$ cat src/rtl/param_sc_fifo.sv
// param_sc_fifo: parametrised single-clock FIFO with optional show-ahead read, almost flags and error pulses.
// Optional max_usedw_o peak-occupancy output enabled by SC_FIFO_WATERMARK_EN. Rev 1.0
`default_nettype none

module param_sc_fifo #(
    parameter int ADDR_W     = 5,
    parameter int DATA_W     = 8,
    parameter int SHOWAHEAD  = 0,
    parameter int AFULL_LVL  = 2**ADDR_W - 2,
    parameter int AEMPTY_LVL = 1
) (
    input  logic              clk_i,
    input  logic              rst_n_i,
    input  logic              wr_en_i,
    input  logic [DATA_W-1:0] data_i,
    input  logic              rd_en_i,
    output logic [DATA_W-1:0] data_o,
    output logic [ADDR_W:0]   usedw_o,
    output logic              empty_o,
    output logic              full_o,
    output logic              almost_empty_o,
    output logic              almost_full_o,
`ifdef SC_FIFO_WATERMARK_EN
    output logic [ADDR_W:0]   max_usedw_o,
`endif
    output logic              overflow_o,
    output logic              underflow_o
);

    localparam int              c_DEPTH     = 2**ADDR_W;
    localparam logic [ADDR_W:0] c_DEPTH_CNT = c_DEPTH[ADDR_W:0];
    localparam logic [ADDR_W:0] c_AFULL     = AFULL_LVL[ADDR_W:0];
    localparam logic [ADDR_W:0] c_AEMPTY    = AEMPTY_LVL[ADDR_W:0];
    localparam logic [ADDR_W:0] c_CNT_ONE   = (ADDR_W+1)'(1);
    localparam logic [ADDR_W-1:0] c_PTR_ONE = ADDR_W'(1);

    if (AEMPTY_LVL < 0 || AEMPTY_LVL >= AFULL_LVL || AFULL_LVL > c_DEPTH) begin : g_param_err
        $error("param_sc_fifo: require 0 <= AEMPTY_LVL < AFULL_LVL <= 2**ADDR_W");
    end

    logic [DATA_W-1:0] r_mem [c_DEPTH];
    logic [ADDR_W-1:0] r_wr_ptr;
    logic [ADDR_W-1:0] r_rd_ptr;
    logic [ADDR_W:0]   r_usedw;
    logic [ADDR_W:0]   w_usedw_nxt;
    logic              r_empty;
    logic              r_full;
    logic              r_aempty;
    logic              r_afull;
    logic              r_ovf;
    logic              r_udf;
    logic              w_rd_acc;
    logic              w_wr_acc;

    // A write into a full FIFO is only legal when a read frees a slot on the same edge.
    always_comb begin
        w_rd_acc    = rd_en_i & ~r_empty;
        w_wr_acc    = wr_en_i & (~r_full | w_rd_acc);
        w_usedw_nxt = r_usedw;
        if (w_wr_acc && !w_rd_acc) begin
            w_usedw_nxt = r_usedw + c_CNT_ONE;
        end else if (!w_wr_acc && w_rd_acc) begin
            w_usedw_nxt = r_usedw - c_CNT_ONE;
        end
    end

    always_ff @(posedge clk_i) begin
        if (w_wr_acc) begin
            r_mem[r_wr_ptr] <= data_i;
        end
    end

    always_ff @(posedge clk_i or negedge rst_n_i) begin
        if (!rst_n_i) begin
            r_wr_ptr <= '0;
            r_rd_ptr <= '0;
            r_usedw  <= '0;
            r_empty  <= 1'b1;
            r_full   <= 1'b0;
            r_aempty <= 1'b1;
            r_afull  <= (c_AFULL == '0);
            r_ovf    <= 1'b0;
            r_udf    <= 1'b0;
        end else begin
            if (w_wr_acc) begin
                r_wr_ptr <= r_wr_ptr + c_PTR_ONE;
            end
            if (w_rd_acc) begin
                r_rd_ptr <= r_rd_ptr + c_PTR_ONE;
            end
            r_usedw  <= w_usedw_nxt;
            r_empty  <= (w_usedw_nxt == '0);
            r_full   <= (w_usedw_nxt == c_DEPTH_CNT);
            r_aempty <= (w_usedw_nxt <= c_AEMPTY);
            r_afull  <= (w_usedw_nxt >= c_AFULL);
            r_ovf    <= wr_en_i & ~w_wr_acc;
            r_udf    <= rd_en_i & ~w_rd_acc;
        end
    end

    // Show-ahead output is forced to zero while empty so reset clears it without a clock.
    if (SHOWAHEAD != 0) begin : g_showahead
        assign data_o = r_empty ? '0 : r_mem[r_rd_ptr];
    end else begin : g_normal
        logic [DATA_W-1:0] r_data;
        always_ff @(posedge clk_i or negedge rst_n_i) begin
            if (!rst_n_i) begin
                r_data <= '0;
            end else if (w_rd_acc) begin
                r_data <= r_mem[r_rd_ptr];
            end
        end
        assign data_o = r_data;
    end

`ifdef SC_FIFO_WATERMARK_EN
    logic [ADDR_W:0] r_max_usedw;
    always_ff @(posedge clk_i or negedge rst_n_i) begin
        if (!rst_n_i) begin
            r_max_usedw <= '0;
        end else if (w_usedw_nxt > r_max_usedw) begin
            r_max_usedw <= w_usedw_nxt;
        end
    end
    assign max_usedw_o = r_max_usedw;
`endif

    assign usedw_o        = r_usedw;
    assign empty_o        = r_empty;
    assign full_o         = r_full;
    assign almost_empty_o = r_aempty;
    assign almost_full_o  = r_afull;
    assign overflow_o     = r_ovf;
    assign underflow_o    = r_udf;

endmodule

`default_nettype wire

$ cat config.mk
export PLATFORM = sky130hd
export DESIGN_NAME = param_sc_fifo
export DESIGN_NICKNAME = d
export VERILOG_FILES = /design/src/rtl/param_sc_fifo.sv
export SDC_FILE = /design/constraint.sdc
export NUM_CORES = 1
export LEC_CHECK = 0
export CAP_MARGIN = 40
export CORE_MARGIN = 1
export CORE_UTILIZATION = 65
export CTS_BUF_LIST = sky130_fd_sc_hd__clkbuf_4 sky130_fd_sc_hd__clkbuf_8
export DETAILED_ROUTE_END_ITERATION = 10
export PLACE_DENSITY = 0.88
export SYNTH_ARGS = -nofsm -noshare
export SYNTH_HDL_FRONTEND = slang
export SYNTH_SLANG_ARGS = --single-unit
$ cat constraint.sdc
create_clock -name clk_i -period 6.3 [get_ports clk_i]
set_input_delay 1.26 -clock clk_i [delete_from_list [all_inputs] [get_ports clk_i]]
set_output_delay 1.26 -clock clk_i [all_outputs]
set_load 0.01 [all_outputs]
# == After elaboration in Yosys (flattened, before gate mapping) ==
# Memory sizes are Yosys's and may differ from the RTL's. A register that Yosys moved wholly into a read port is not among the register bits.
# Index checks and enable logic that the tools add are counted.
# classes
n_mux,4
n_mul,0
order_cmp,2
n_reduce_logical,6
bitwise_logic,9
div,0
add_sub_neg,4
n_eq_ne,1
shifts,0
# op_table
operator,n
two-way mux 6 bit,2
"adder 5 x 1 -> 5 bit, second input constant",2
"adder 6 x 1 -> 6 bit, second input constant",1
"equality test 6 bit, second input constant",1
">= comparator 6 x 5 -> 1 bit, second input constant",1
"less-or-equal comparator 6 x 1 -> 1 bit, second input constant",1
zero test 6 bit,1
"subtractor 6 x 1 -> 6 bit, second input constant",1
bitwise AND 1 bit,4
NOT 1 bit,4
zero test 1 bit,3
logical AND 1 bit,2
two-way mux 1 bit,2
OR 1 bit,1
# totals
elab_cells,36
inputBits,12
rom_bits,0
memories,1
output_inout_bits,20
register_bits,22
latchBits,0
ramBits,256
# memory_table
name,depth,width,rd,rd_clocked_by_memory_dff,write_ports,line_no,text
r_mem,32,8,1,1,1,41,logic [DATA_W-1:0] r_mem [c_DEPTH];

# == Longest topological paths before layout ==
# Gate-level depths: netlist of run 1.
# logic_depth
ltp_word,9
mapped_depth,8
depth_no_buf,7

# == Least setup slack after synthesis of run 1 ==
# No wires, ideal clock.
# synth_path
path_kind,input -> register
startpoint,in rd_en_i
endpoint,mem r_mem[11][0] (enable)
required_time_ps,5930
path_stages,6
n_path_buf,2
setup_ps,370
setup_slack_ps,3493
t_arrival_ps,2437
cell_sequence,nand2b_1 buf_2 a21boi_2 nand2_1 clkbuf_1 nor2_1
# synth_between
elab_chain_cells,5
# synth_rtl
item,line_no,text
from (decl),16,"input logic rd_en_i,"
bitwise AND 1 bit,57,w_rd_acc = rd_en_i & ~r_empty;
OR 1 bit,58,w_wr_acc = wr_en_i & (~r_full | w_rd_acc);
bitwise AND 1 bit,58,
two-way mux 1 bit,68,if (w_wr_acc) begin
two-way mux 1 bit (implied by the code),69,r_mem[r_wr_ptr] <= data_i;
to (decl),41,
# No other way between the ends.

# == Worst setup path after layout of run 1 ==
# layout_path
startpoint,in rd_en_i
endpoint,mem r_mem[30][1] (enable)
# The elaborated chain is that of the path after synthesis.

==> metrics.md, run 1 <==
| Metric | Value |
|---|---|
| Max_slew headroom | `0.398` |
| Area of the multi-input gates | `2670 µm²` |
| Register area | `8450 µm²` |
| Area growth from synthesis to layout | `11.6%` |
| RSZ-0062 raised after global routing | `no` |
| Fill cell count | `882` |
| Hold_buf cts | `0` |
| Maximum vdd ir drop | `0.258 mV` |
| Ys Warns | `0` |
| Starting Density | `0.675` |
| CP startpoint kind | `input pin` |
| Post-CTS Setup Bufs | `0` |
| Crit Path Max Fanout | `8` |
| Crit share post-route | `0.544` |
| Synth Net Count | `635` |
| Reg2Reg Depth | `6` |
| Total clock sinks | `286` |
| Achievable Freq | `0.292 GHz` |
| Total track usage | `0.297` |
| I/O pins | `32` |
| Final Hold Vio Count | `0` |
| Routed vias/inst | `6.61` |
| Synth unique cells | `45` |
| Final setup vio count | `0` |
| Iter 0 DRT Violations | `791` |
| DR vias | `6081` |
| Max Slew Vio Count | `0` |
| Slowest CP cell | `nor2_1` |
| Crit path required time | `6460 ps` |
| Detail Placement HPWL | `15.7 mm` |
| Crit path kind | `input pin to register` |
| Worst Hold Depth | `1` |
| Tmin final | `3430 ps` |
| Die X | `134 µm` |
| Largest net degree at the start of global routing | `45` |
| Routability congestion estimate | `0.915` |
| Setup TNS Final | `0 ps` |
| IO buf count | `31` |
| Layout cells sized above 1 | `0.184` |
| Status | `finished, final reports clean` |
| Cell Area, Synth | `11300 µm²` |
| 1st-pass router iterations | `6` |
| Crit-path cells | `clkdlybuf4s50_1 -> nand2b_1 -> a21boi_2 -> nand2_1 -> nor2_1` |
| Critical Path Sink Type | `register` |
| Max-cap violations | `0` |
| Gates resized, CTS repair | `0` |
| Post-route ant nets | `0` |
| Die height | `134 µm` |
| CTS buffer count | `42` |
| Final net count | `687` |
| Core area | `16800 µm²` |
| FF+latch count, synth | `286` |
| Clk root buf | `clkbuf_8` |
| H-tree Lvls | `2` |
| Cell Pwr Density | `430 nW/µm²` |
| Clock tree from TritonCTS | `done` |
| Die area | `17900 µm²` |
| Clk_skew | `17.6 ps` |
| Least-Margin Pin Slew | `895 ps` |
| Synth Instances | `616` |
| Mean routed wirelength per cell | `27.2 µm` |
| Final wirelength | `25.1 mm` |
| Final global-route overflow total | `0` |
| WP data arrival | `3590 ps` |
| Diode count | `0` |
| Initial antenna violation count | `0` |
| First-pass GRT wire length | `38.0 mm` |
| Hold Path Class | `register to register` |
| Static Leak | `4.26 nW` |
| Mapped Avg Cell Area | `18.4 µm²` |
| Worst-skew pair later-pin latency | `540 ps` |
| Max clock buf depth | `3` |
| Row count | `47` |
| Clock slew at reported path FFs | `60 ps` |
| Crit-path max cell delay | `690 ps` |
| Vias in the first global route | `6215` |
| Sequential area share after synthesis | `0.746` |
| DRC viols | `0` |
| Final core occ | `0.753` |
[path summary, 6_finish.rpt]
kind                       slack (ps)       endpoint        start
max reg2reg                      2950      data_o[4]  r_rd_ptr[1]
min in group asynchronous         880  almost_full_o      rst_n_i
min                               570    r_rd_ptr[4]  r_rd_ptr[4]
min reg2reg                       570    r_rd_ptr[4]  r_rd_ptr[4]
max in group asynchronous        4800    r_rd_ptr[0]      rst_n_i
max                              2870   r_mem[30][1]      rd_en_i
[metrics by stage]
step | cell area [µm²] | hold WS (ps) | total power [mW] | instances | setup WS, ps
2_1_floorplan | 11300 | 458 | 3.50 | 616 | 3490
3_3_place_gp | 11800 | 544 | 3.88 | 843 | 2530
3_5_place_dp | 11800 | 547 | 3.98 | 844 | 2330
4_1_cts | 12600 | 557 | 5.41 | 920 | 2890
5_1_grt | 12600 | 574 | 5.62 | 920 | 2690
6_report | 12600 | 571 | 5.43 | 920 | 2870
[power by group]
group	switching (mW)	leakage, nW	internal, mW
registers	0.216	2.66	2.27
logic	0.827	1.16	0.673
clock network	0.658	0.434	0.785
[cells in the final DEF, fill, tap and decap left out, drive strengths merged, types with 2 or more instances in the layout]
| cell type | instances |
|---|---|
| a211oi | 7 |
| a21oi | 2 |
| a31oi | 2 |
| buf | 13 |
| bufinv | 2 |
| clkbuf | 53 |
| clkdlybuf4s50 | 27 |
| clkinv | 20 |
| dfrtp | 28 |
| dfstp | 2 |
| edfxtp | 256 |
| ha | 7 |
| inv | 6 |
| mux2i | 64 |
| mux4 | 40 |
| nand2 | 14 |
| nand2b | 4 |
| nand3 | 4 |
| nand3b | 3 |
| nand4 | 3 |
| nor2 | 54 |
| nor2b | 3 |
| nor3 | 12 |
| nor4 | 10 |
| o21a | 9 |
| o21ai | 4 |
| o22ai | 25 |
| xnor2 | 10 |
[logic make-up after synthesis]
| group | share of synthesized area |
|---|---|
| and+or+nand+nor | 0.0501 |
| xor gates and xnor gates | 0.00918 |
| buffers and inverters | 0.0173 |
| DFF | 0.746 |
| muxes | 0.136 |
| AOI/OAI and AO/OA | 0.0331 |
| adders and majority gates | 0.00774 |
[sequential cells by signal (all words and copies together), names as in the netlist]
name	count
r_mem	256
empty_o	1
overflow_o	1
data_o	8
r_rd_ptr	5
almost_full_o	1
underflow_o	1
almost_empty_o	1
full_o	1
r_wr_ptr	5
usedw_o	6
[synthesized netlist by cell type]
library cell,instances,area share
buf_4,7,0.0046
nand2b_1,4,0.0022
nor3b_1,1,0.00066
a31oi_1,2,0.0011
dfstp_2,2,0.0046
nor4bb_1,1,0.00089
nor4_1,9,0.0050
buf_1,2,0.00066
nor4_2,1,0.0011
xnor2_1,9,0.0070
and3_1,1,0.00055
or3b_2,1,0.00077
o22ai_1,25,0.014
a21oi_1,2,0.00089
nand3_1,4,0.0018
or2_2,1,0.00055
dfrtp_1,28,0.062
nor4b_2,1,0.0013
inv_1,6,0.0020
o21a_1,9,0.0060
ha_1,7,0.0077
nor3_1,12,0.0053
buf_6,1,0.0010
nand2_1,14,0.0046
xnor2_2,1,0.0014
edfxtp_1,256,0.68
o32a_1,1,0.00089
or3_1,1,0.00055
mux4_2,40,0.080
a211oi_1,7,0.0046
buf_2,15,0.0066
o21ai_0,4,0.0018
or4_4,1,0.0010
nor2_1,54,0.018
a41o_2,1,0.0010
mux2i_1,64,0.057
clkbuf_1,7,0.0023
nand3b_1,3,0.0020
a2111oi_2,1,0.0013
o211ai_1,1,0.00066
and2_1,1,0.00055
a21boi_2,1,0.0010
nor2b_1,3,0.0017
nand4_1,3,0.0017
xor2_1,1,0.00077
[routing by layer]
layer | up-vias | GRT usage | wire, µm
met1 | 3045 | 0.411 | 9720
met5 | - | 0 | 0
li1 | 2556 | - | -
met2 | 400 | 0.478 | 12300
met3 | 80 | 0.0590 | 2230
met4 | 0 | 0.108 | 847
[worst max-delay path, delay by kind of cell]
family	cells	cell delay [ps]
AND/OR/NAND/NOR	3	1410
buffers and inverters	1	520
AO/OA/AOI/OAI	1	400
[final cells by class]
| class | count | area share |
|---|---|---|
| multi-input cells | 292 | 0.212 |
| repair buffers | 40 | 0.0299 |
| inverters | 6 | 0.00178 |
| clock inverters | 23 | 0.0120 |
| clock buffers | 53 | 0.0533 |
| flip-flops and latches | 286 | 0.669 |
| well taps | 220 | 0.0218 |
No activity file was read; power rests on OpenSTA's default activity.
==> run 2: changes to the inputs <==
- CORE_UTILIZATION: 65 -> 64
- PLACE_DENSITY: 0.88 -> 0.87
- clock period: 6.3 -> 3.5 ns (I/O delays scaled with it)
==> metrics.md, run 2 (synthesized netlist as in run 1, its figures left out) <==
| Metric | Value |
|---|---|
| Final net count | `724` |
| Routed vias/inst | `6.34` |
| CTS buffer count | `42` |
| Core area | `17300 µm²` |
| Initial antenna violation count | `0` |
| Final setup vio count | `0` |
| Max FFs per register | `256` |
| Crit path required time | `3680 ps` |
| Die area | `18200 µm²` |
| Max Slew Vio Count | `0` |
| Max-cap violations | `0` |
| Achievable Freq | `0.372 GHz` |
| Post-route ant nets | `0` |
| Maximum vdd ir drop | `0.542 mV` |
| Crit share post-route | `0.769` |
| Diode count | `0` |
| Final global-route overflow total | `0` |
| Fill cell count | `926` |
| Tot Pwr | `9.92 mW` |
| Crit-path cells | `clkdlybuf4s50_1 -> nand2b_1 -> a21boi_2 -> nand2_1 -> nor2_1` |
| Status | `finished, final reports clean` |
| I/O pins | `32` |
| Least-Margin Pin Slew | `736 ps` |
| Final Hold Vio Count | `0` |
| Critical Path Sink Type | `register` |
| 1st-pass router iterations | `5` |
| DP Area | `12100 µm²` |
| DRC viols | `0` |
| Biggest register | `r_mem` |
| Static Leak | `4.47 nW` |
| Max clock buf depth | `3` |
| RSZ-0062 raised after global routing | `no` |
| Detail Placement HPWL | `14.4 mm` |
| Clk_skew | `12.2 ps` |
| Bufs and invs on worst path | `1` |
| Final wirelength | `23.2 mm` |
| Hold_buf cts | `0` |
| Post-CTS Setup Bufs | `0` |
| Starting Density | `0.654` |
| Slowest CP cell | `nor2_1` |
| Clock slew at reported path FFs | `60 ps` |
| Clock tree from TritonCTS | `done` |
| Largest net degree at the start of global routing | `53` |
| Area growth from synthesis to layout | `14.5%` |
| Crit Path Max Fanout | `8` |
| Die height | `135 µm` |
| Vias in the first global route | `6313` |
| Clk root buf | `clkbuf_8` |
| WP data arrival | `2870 ps` |
| Hold Path Class | `register to register` |
| Worst-skew pair later-pin latency | `540 ps` |
| Cell Pwr Density | `766 nW/µm²` |
| Routability congestion estimate | `0.908` |
| Layout cells sized above 1 | `0.227` |
| Crit path kind | `input pin to register` |
| First-pass GRT wire length | `35.9 mm` |
| Row count | `48` |
| Setup TNS Final | `0 ps` |
| Gates resized, CTS repair | `0` |
| Most common cell after layout, fill and taps aside | `edfxtp_1` |
| Max_slew headroom | `0.509` |
| Crit-path max cell delay | `630 ps` |
| IO buf count | `31` |
| Total clock sinks | `286` |
| Crit path max-delay family | `simple AND/OR/NAND/NOR gates` |
| Design area | `13000 µm²` |
| Iter 0 DRT Violations | `584` |
| DR vias | `6084` |
| CP startpoint kind | `input pin` |
| Mean routed wirelength per cell | `24.2 µm` |
| Die X | `135 µm` |
| Tmin final | `2690 ps` |
| Total track usage | `0.274` |
| Most frequent cells in the layout | `edfxtp_1, mux2i_1, nor2_1` |
| H-tree Lvls | `2` |
[run 2: changes by cell type in the layout (fill, tap and decap cells not counted)]
cell / delta
buf_4: +37
clkbuf_4: +8
clkinv_1: -7
buf_2: -4
clkdlybuf4s50_1: +4
clkinv_2: -4
clkbuf_8: +1
[run 2: final timing paths]
kind / startpoint / to / slack (ps) / depth (start not counted)
max: rd_en_i / r_mem[1][5] / 810 / 5
min: r_rd_ptr[4] / r_rd_ptr[4] / 550 / 1
max reg2reg: r_rd_ptr[1] / data_o[3] / 890 / 4
min reg2reg: r_rd_ptr[4] / r_rd_ptr[4] / 550 / 1
max in group asynchronous: rst_n_i / r_rd_ptr[0] / 2590 / 2
min in group asynchronous: rst_n_i / usedw_o[5] / 590 / 2
[run 2: cell type report]
class / instances / area [µm²] / area share
sequential: 286 / 8450 / 0.652
multi-input combinational: 292 / 2670 / 0.206
clock buffer: 62 / 747 / 0.0577
timing repair buffer: 77 / 676 / 0.0522
tap: 225 / 282 / 0.0217
clock inverter: 12 / 105 / 0.00811
inverter: 6 / 22.5 / 0.00174
[run 2: layer usage]
layer | vias to the layer above | wire (µm) | GRT usage
met4 | 0 | 632 | 0.105
met5 | - | 0 | 0
met1 | 3061 | 8930 | 0.361
met3 | 54 | 1850 | 0.0586
li1 | 2624 | - | -
met2 | 345 | 11800 | 0.453
[run 2: stage by stage]
stage | std cells | utilization | worst slack, ps | hold slack [ps]
after floorplan | 616 | - | 1250 | 404
after global placement | 885 | 0.698 | 476 | 483
after detailed placement | 886 | 0.700 | 326 | 482
after CTS | 960 | 0.749 | 832 | 530
after global routing | 960 | 0.749 | 622 | 571
final | 960 | 0.749 | 810 | 553
[run 2: power breakdown]
| group | internal (mW) | switching (mW) |
|---|---|---|
| Clock | 1.51 | 1.21 |
| Sequential | 4.07 | 0.392 |
| Combinational | 1.28 | 1.45 |
